[src/rtl/reg_wr_pkg.sv]
// Shared widths and requester indices for the register-file write arbiter.
package reg_wr_pkg;
    localparam int REG_ADDR_W = 5;
    localparam int REG_DATA_W = 32;
    localparam int NUM_REGS   = 32;

    typedef enum logic {
        REQ_ALU  = 1'b0,
        REQ_LOAD = 1'b1
    } req_idx_e;
endpackage

[src/rtl/rr_arb2.sv]
// Two-way arbiter: round-robin on contention (or fixed priority to requester 0),
// one-hot combinational grant, last winner remembered across accepts.
module rr_arb2
    import reg_wr_pkg::*;
(
    input  logic       Clk,
    input  logic       Reset_n,
    input  logic [1:0] Valid,
    input  logic       Accept,
    input  logic       PrioRR,
    output logic [1:0] Gnt
);

    req_idx_e last_gnt;

    // Reset value of LOAD makes the ALU requester win the first contention.
    always_ff @(posedge Clk or negedge Reset_n) begin
        if (!Reset_n) begin
            last_gnt <= REQ_LOAD;
        end else if (Accept) begin
            last_gnt <= Gnt[1] ? REQ_LOAD : REQ_ALU;
        end
    end

    always_comb begin
        Gnt = 2'b00;
        if (Reset_n) begin
            case (Valid)
                2'b01:   Gnt = 2'b01;
                2'b10:   Gnt = 2'b10;
                2'b11:   Gnt = (PrioRR && (last_gnt == REQ_ALU)) ? 2'b10 : 2'b01;
                default: Gnt = 2'b00;
            endcase
        end
    end

endmodule

[src/rtl/reg_wr_arbiter.sv]
// Arbitrates ALU and load writebacks onto one register-file write port and
// keeps a pending-write scoreboard for issue-stage hazard checks.
module reg_wr_arbiter
    import reg_wr_pkg::*;
#(
    parameter bit PRIO_RR = 1'b1
) (
    input  logic                  Clk,
    input  logic                  Reset_n,
    input  logic                  Req0Valid,
    input  logic [REG_ADDR_W-1:0] Req0RD,
    input  logic [REG_DATA_W-1:0] Req0WData,
    output logic                  Req0Ready,
    input  logic                  Req1Valid,
    input  logic [REG_ADDR_W-1:0] Req1RD,
    input  logic [REG_DATA_W-1:0] Req1WData,
    output logic                  Req1Ready,
    input  logic                  AllocValid,
    input  logic [REG_ADDR_W-1:0] AllocRD,
    input  logic [REG_ADDR_W-1:0] RS1,
    input  logic [REG_ADDR_W-1:0] RS2,
    output logic                  Busy1,
    output logic                  Busy2,
    output logic [REG_ADDR_W-1:0] RD,
    output logic [REG_DATA_W-1:0] WData,
    output logic                  RegWr
);

    logic [1:0]            gnt;
    logic                  accept;
    logic [REG_ADDR_W-1:0] sel_rd;
    logic [REG_DATA_W-1:0] sel_wdata;
    logic [NUM_REGS-1:0]   busy;
    logic [NUM_REGS-1:0]   busy_nxt;

    rr_arb2 u_arb (
        .Clk     (Clk),
        .Reset_n (Reset_n),
        .Valid   ({Req1Valid, Req0Valid}),
        .Accept  (accept),
        .PrioRR  (PRIO_RR),
        .Gnt     (gnt)
    );

    // Grants are already gated by Valid, so any grant is an accept.
    assign Req0Ready = gnt[REQ_ALU];
    assign Req1Ready = gnt[REQ_LOAD];
    assign accept    = |gnt;
    assign sel_rd    = gnt[REQ_LOAD] ? Req1RD    : Req0RD;
    assign sel_wdata = gnt[REQ_LOAD] ? Req1WData : Req0WData;

    always_ff @(posedge Clk or negedge Reset_n) begin
        if (!Reset_n) begin
            RegWr <= 1'b0;
            RD    <= '0;
            WData <= '0;
        end else begin
            RegWr <= accept && (sel_rd != '0);
            if (accept) begin
                RD    <= sel_rd;
                WData <= sel_wdata;
            end
        end
    end

    // Clear first, then set, so a coincident allocate keeps the register busy.
    always_comb begin
        busy_nxt = busy;
        if (RegWr) begin
            busy_nxt[RD] = 1'b0;
        end
        if (AllocValid && (AllocRD != '0)) begin
            busy_nxt[AllocRD] = 1'b1;
        end
    end

    always_ff @(posedge Clk or negedge Reset_n) begin
        if (!Reset_n) begin
            busy <= '0;
        end else begin
            busy <= busy_nxt;
        end
    end

    assign Busy1 = (RS1 != '0) && busy[RS1];
    assign Busy2 = (RS2 != '0) && busy[RS2];

endmodule

[config.mk]
export PLATFORM = sky130hd
export DESIGN_NAME = reg_wr_arbiter
export DESIGN_NICKNAME = d
export VERILOG_FILES = /design/src/rtl/reg_wr_pkg.sv /design/src/rtl/rr_arb2.sv /design/src/rtl/reg_wr_arbiter.sv
export SDC_FILE = /design/constraint.sdc
export NUM_CORES = 1
export LEC_CHECK = 0
export ABC_CLOCK_PERIOD_IN_PS = 1950
export CORE_MARGIN = 2
export CORE_UTILIZATION = 30
export DETAILED_ROUTE_END_ITERATION = 7
export MAX_ROUTING_LAYER = met4
export PLACE_DENSITY_LB_ADDON = 0.05
export SLEW_MARGIN = 20
export SYNTH_ARGS = -nofsm -noshare
export SYNTH_HDL_FRONTEND = slang
export SYNTH_SLANG_ARGS = --single-unit
export TNS_END_PERCENT = 5
[constraint.sdc]
create_clock -name Clk -period 1.95 [get_ports Clk]
set_input_delay 0.39 -clock Clk [delete_from_list [all_inputs] [get_ports Clk]]
set_output_delay 0.39 -clock Clk [all_outputs]
set_load 0.05 [all_outputs]
# Word-level counts from Yosys, hierarchy flattened

Index checks and enable logic that the tools add are counted.

Bits in registers: 71
Bits in latches: 0
RAM bits: 0
ROM bits: 0
Input port bits: 94
Output and inout port bits: 42
Logic and storage cells: 44
Memories kept: 0

$add $sub $neg: 0
Multipliers: 0
Div/mod/pow operators: 0
Magnitude comparators: 6
Eq/ne operators: 3
Shift operators: 0
Mux-type cells: 16
Bitwise gates (word level): 3
Reductions and logical operators: 11

Operators by type and width:

| operator                                             | number |
|---|---|
| two-way mux 32 bit                                   | 3 |
| bitwise AND 32 bit                                   | 1 |
| inverter 32 bit                                      | 1 |
| bitwise OR 32 bit                                    | 1 |
| < comparator 5 x 6 -> 1 bit (second input constant)  | 4 |
| nonzero test 5 bit                                   | 4 |
| binary-select mux 1 bit (select 5 bit)               | 2 |
| demux 1 bit (select 5 bit)                           | 2 |
| >= comparator 5 x 1 -> 1 bit (second input constant) | 2 |
| logical AND 1 bit                                    | 6 |
| one-hot mux 2 bit (3 select lines)                   | 1 |
| two-way mux 1 bit                                    | 5 |
| two-way mux 5 bit                                    | 1 |
| equality test 2 bit (second input constant)          | 2 |
| two-way mux 2 bit                                    | 2 |
| equality test 2 x 1 -> 1 bit (second input constant) | 1 |
| OR reduction 2 bit                                   | 1 |

# Depth between registers and ports, before layout

Depth in word-level cells: 9
Mapped depth: 5
Mapped depth without buffers: 4

# Modules after synthesis

From an unflattened synthesis, not the netlist that was laid out.

Cells, all modules: 375
Area total of the unflattened synthesis: 3,774.9 µm²

Modules (own cells, without submodules):

| module         | times used | cells an instance | area an instance (µm²) | sequential area each (µm²) |
|---|---|---|---|---|
| reg_wr_arbiter | 1          | 368               | 3,693.5                | 1,726.7 |
| rr_arb2        | 1          | 7                 | 81.3                   | 26.3 |

# Least setup slack after synthesis

OpenSTA, ideal clock, no wires.

Path kind: input port to output port
Start point: in RS1[0]
End point: out Busy1
Arrival: 1,951 ps
Data required time: 1,560 ps
Slack: -391 ps
Stages on the path: 5
Buffers on the path: 1
Cell sequence: buf_6 mux4_2 mux2i_1 nor3b_1 or4_1

Longest elaborated chain between the ends: 3
Elaborated cells on any way between the ends: 4
Those cells by class: mux (2); reduce/logical (2)

RTL lines:

| what                                    | line                 | source |
|---|---|---|
| start, declared                         | reg_wr_arbiter.sv:20 | `input logic [REG_ADDR_W-1:0] RS1,` |
| binary-select mux 1 bit (select 5 bit)  | reg_wr_arbiter.sv:85 | `assign Busy1 = (RS1 != '0) && busy[RS1];` |
| two-way mux 1 bit (implied by the code) | reg_wr_arbiter.sv:85 |  |
| logical AND 1 bit *                     | reg_wr_arbiter.sv:85 |  |
| end, declared                           | reg_wr_arbiter.sv:22 | `output logic Busy1,` |

Mark *: on every way between the ends. The rest lies on a longest branch, timed or not. The select of a mux whose other input is x is not followed.

# Worst setup path in the final report

Start point: reg busy[30]
End point: out Busy1

Longest elaborated chain between the ends: 3

RTL lines:

| what                                    | line                 | source |
|---|---|---|
| start, declared                         | reg_wr_arbiter.sv:33 | `logic [NUM_REGS-1:0] busy;` |
| start signal, assigned                  | reg_wr_arbiter.sv:81 | `busy <= busy_nxt;` |
| binary-select mux 1 bit (select 5 bit)  | reg_wr_arbiter.sv:85 |  |
| two-way mux 1 bit (implied by the code) | reg_wr_arbiter.sv:85 |  |
| logical AND 1 bit                       | reg_wr_arbiter.sv:85 |  |

No other way between the ends. The select of a mux whose other input is x is not followed.

==> load_flow_metrics.sql <==
INSERT INTO impl_metrics (metric_group, metric, value, unit) VALUES
('pwr', 'combinationalPowerShare', '0.363', ''),
('routing', 'routedWlPerCell', '17.7', 'um'),
('placement', 'globalplace.congestion', '0.917', ''),
('synthesis', 'synth_top_area_cell', 'sky130_fd_sc_hd__dfrtp_1', ''),
('synthesis', 'yosys_warning_count', '0', ''),
('routing', 'dr.pass1.iters', '7', ''),
('routing', 'routed-via-count', '3312', ''),
('synthesis', 'top_count_cell_post_synth', 'sky130_fd_sc_hd__o21ai_0', ''),
('routing', 'drt.antenna.violating_nets', '0', ''),
('timing', 'hold_ws', '355', 'ps'),
('run_status', 'status', 'complete, but fails checks', ''),
('layout', 'nFillCells', '1048', ''),
('layout', 'design.final.nets', '588', ''),
('worst_setup_path', 'crit_path_cell_trace', 'mux4_2 -> mux2i_1 -> nor2_1 -> or4_4 -> buf_8', ''),
('worst_setup_path', 'crit_path_top_delay_cell', 'sky130_fd_sc_hd__or4_4', ''),
('clock_tree', 'cts.sink_count', '70', ''),
('pwr', 'pwr_density_cell', '1070', 'nW/um^2'),
('timing', 'final_setup_violation_count', '2', ''),
('clock_tree', 'cts_hold_buffers', '0', ''),
('layout', 'ff_latch_area', '1750', 'um^2'),
('die', 'floorplan.initialDensity', '0.306', ''),
('worst_setup_path', 'path_delay_family', 'multiplexers', ''),
('placement', 'placed_cells_incl_taps', '622', ''),
('layout', 'multiInputGateArea', '1510', 'um^2'),
('synthesis', 'synthDominantCellAreaShare', '0.496', ''),
('worst_setup_path', 'worst_setup_path_start_kind', 'flip-flop', ''),
('pwr', 'leakage_power', '2.41', 'nW'),
('die', 'die-area', '12500', 'um^2'),
('timing', 'timing.final.ws_setup', '-551', 'ps'),
('clock_tree', 'clk_transition_reported_paths', '50', 'ps'),
('synthesis', 'ys.flop_type', 'sky130_fd_sc_hd__dfrtp_1', ''),
('synthesis', 'netlist_top_cells_area', 'sky130_fd_sc_hd__dfrtp_1 (50%), sky130_fd_sc_hd__o21ai_0 (10%), sky130_fd_sc_hd__a222oi_1 (9.2%)', ''),
('timing', 'final-hold-violation-count', '0', ''),
('routing', 'drt_drc_violations_left', '0', ''),
('timing', 'fmax', '400', 'MHz'),
('synthesis', 'synthesis.area', '3480', 'um^2'),
('synthesis', 'synth.avg_cell_area', '10.9', 'um^2'),
('pwr', 'report.power.total', '6.05', 'mW'),
('worst_setup_path', 'critPathRequiredTime', '1560', 'ps'),
('worst_setup_path', 'worst-path-buf-inv', '1', ''),
('clock_tree', 'cts_buffers', '9', ''),
('synthesis', 'postSynth.asyncResetShare', '1.00', ''),
('synthesis', 'synth.ff_latch_count', '70', ''),
('run_status', 'violations_in_the_final_reports', 'negative setup slack', ''),
('synthesis', 'synth.distinct_cells', '32', ''),
('worst_setup_path', 'criticalPathCategory', 'reg2out', ''),
('global_routing', 'largest_net_degree_at_the_start_of_global_routing', '71', ''),
('pwr', 'irDropWorstVdd', '0.415', 'mV'),
('placement', 'io_buffers', '135', ''),
('clock_tree', 'cts.root.buffer_cell', 'sky130_fd_sc_hd__clkbuf_16', ''),
('die', 'top_ports', '136', ''),
('global_routing', 'grt_pass1_vias', '3447', ''),
('timing', 'layout_worst_path_cycle_share', '1.28', ''),
('worst_setup_path', 'critical_path_arrival', '2110', 'ps'),
('run', 'drv.max_cap_violation_count', '0', ''),
('placement', 'placed_area', '5280', 'um^2'),
('worst_setup_path', 'rr_startpoint', 'RD[3]', ''),
('worst_setup_path', 'r2r_setup_slack', '460', 'ps'),
('die', 'horizontal_die_dimension', '112', 'um'),
('global_routing', 'grt_first_pass_wirelength', '18000', 'um'),
('routing', 'route.final.wire_length', '11400', 'um'),
('global_routing', 'gr-total-overflow', '0', ''),
('global_routing', 'global_route.usage.total', '0.191', ''),
('timing', 'min_period', '2500', 'ps'),
('global_routing', 'antenna_found_initial', '0', ''),
('synthesis', 'synth-edff-count', '0', ''),
('pwr', 'switchingPower', '2.00', 'mW'),
('placement', 'place_hpwl', '8540', 'um'),
('die', 'core_area', '11400', 'um^2'),
('synthesis', 'synth.cells.most_frequent', 'sky130_fd_sc_hd__o21ai_0 (70), sky130_fd_sc_hd__dfrtp_1 (69), sky130_fd_sc_hd__inv_1 (35)', ''),
('timing', 'timing_worst_slew_pin_value', '878', 'ps');
per-stage QoR:
stage | util | worst slack [ps]
final | 0.496 | -551
after global routing | 0.496 | -658
after CTS | 0.495 | -588
after detailed placement | 0.464 | -963
after global placement | 0.464 | -925
after floorplan | - | -223
per-layer routing:
metal	wire, um	vias to the layer above	part of all wire	GRT usage
met1	4810	1590	0.42	0.232
met3	811	15	0.071	0.0495
met2	5570	136	0.49	0.314
met5	0	-	0	-
met4	180	0	0.016	0.0593
li1	-	1571	-	-
area by class of cell:
class                      instances  share of cell area
clock buffer                      12              0.0437
timing repair buffer             183               0.310
clock inverter                     4              0.0124
sequential                        70               0.311
tap                              143              0.0317
inverter                          35              0.0233
multi-input combinational        195               0.268
repair_timing:
action,in CTS,in global routing
pin swaps,0,2
setup buffers,3,1
gates resized for setup,15,2
endpoints found under the setup margin,2,3
flip-flops by register name, indices dropped and copies added (netlist names):
name            cells
u_arb.last_gnt      1
RegWr               1
busy               31
WData              32
RD                  5
cells by family after synthesis:
| kind of cell | share of synthesized area |
|---|---|
| AO/OA/AOI/OAI | 0.214 |
| flip-flops | 0.503 |
| buffers and inverters | 0.0672 |
| multiplexers | 0.124 |
| AND/OR/NAND/NOR | 0.0923 |
power groups by stage:
| stage | Sequential [mW] | Combinational [mW] | Clock, mW |
|---|---|---|---|
| after global routing | 2.16 | 2.36 | 1.85 |
| after CTS | 2.12 | 2.20 | 1.79 |
| final | 2.12 | 2.20 | 1.73 |
| after global placement | 2.16 | 2.14 | 0 |
| after detailed placement | 2.14 | 2.17 | 0 |
| after floorplan | 2.46 | 0.744 | 0 |
cells in the final DEF, fill, tap and decap left out, types with 11 or more instances in the layout:
master                            netlist  layout
sky130_fd_sc_hd__a222oi_1              32      32
sky130_fd_sc_hd__buf_4                  0      53
sky130_fd_sc_hd__clkdlybuf4s50_1        0     115
sky130_fd_sc_hd__dfrtp_1               69      69
sky130_fd_sc_hd__inv_1                 35      35
sky130_fd_sc_hd__mux2i_1               13      13
sky130_fd_sc_hd__mux4_2                10      12
sky130_fd_sc_hd__nand2_1               14      14
sky130_fd_sc_hd__nand3b_1              11      11
sky130_fd_sc_hd__o21ai_0               70      68
worst max-delay path by stage:
| stage | startpoint | cells past startpoint | end |
|---|---|---|---|
| floorplan | RS1[0] | 5 | Busy1 |
| global placement | RS1[0] | 7 | Busy1 |
| detailed placement | RS1[0] | 7 | Busy1 |
| CTS | busy[29] | 5 | Busy1 |
| global route | busy[30] | 5 | Busy1 |
| finish | busy[30] | 5 | Busy1 |
Power figures use the tool's default switching activity.
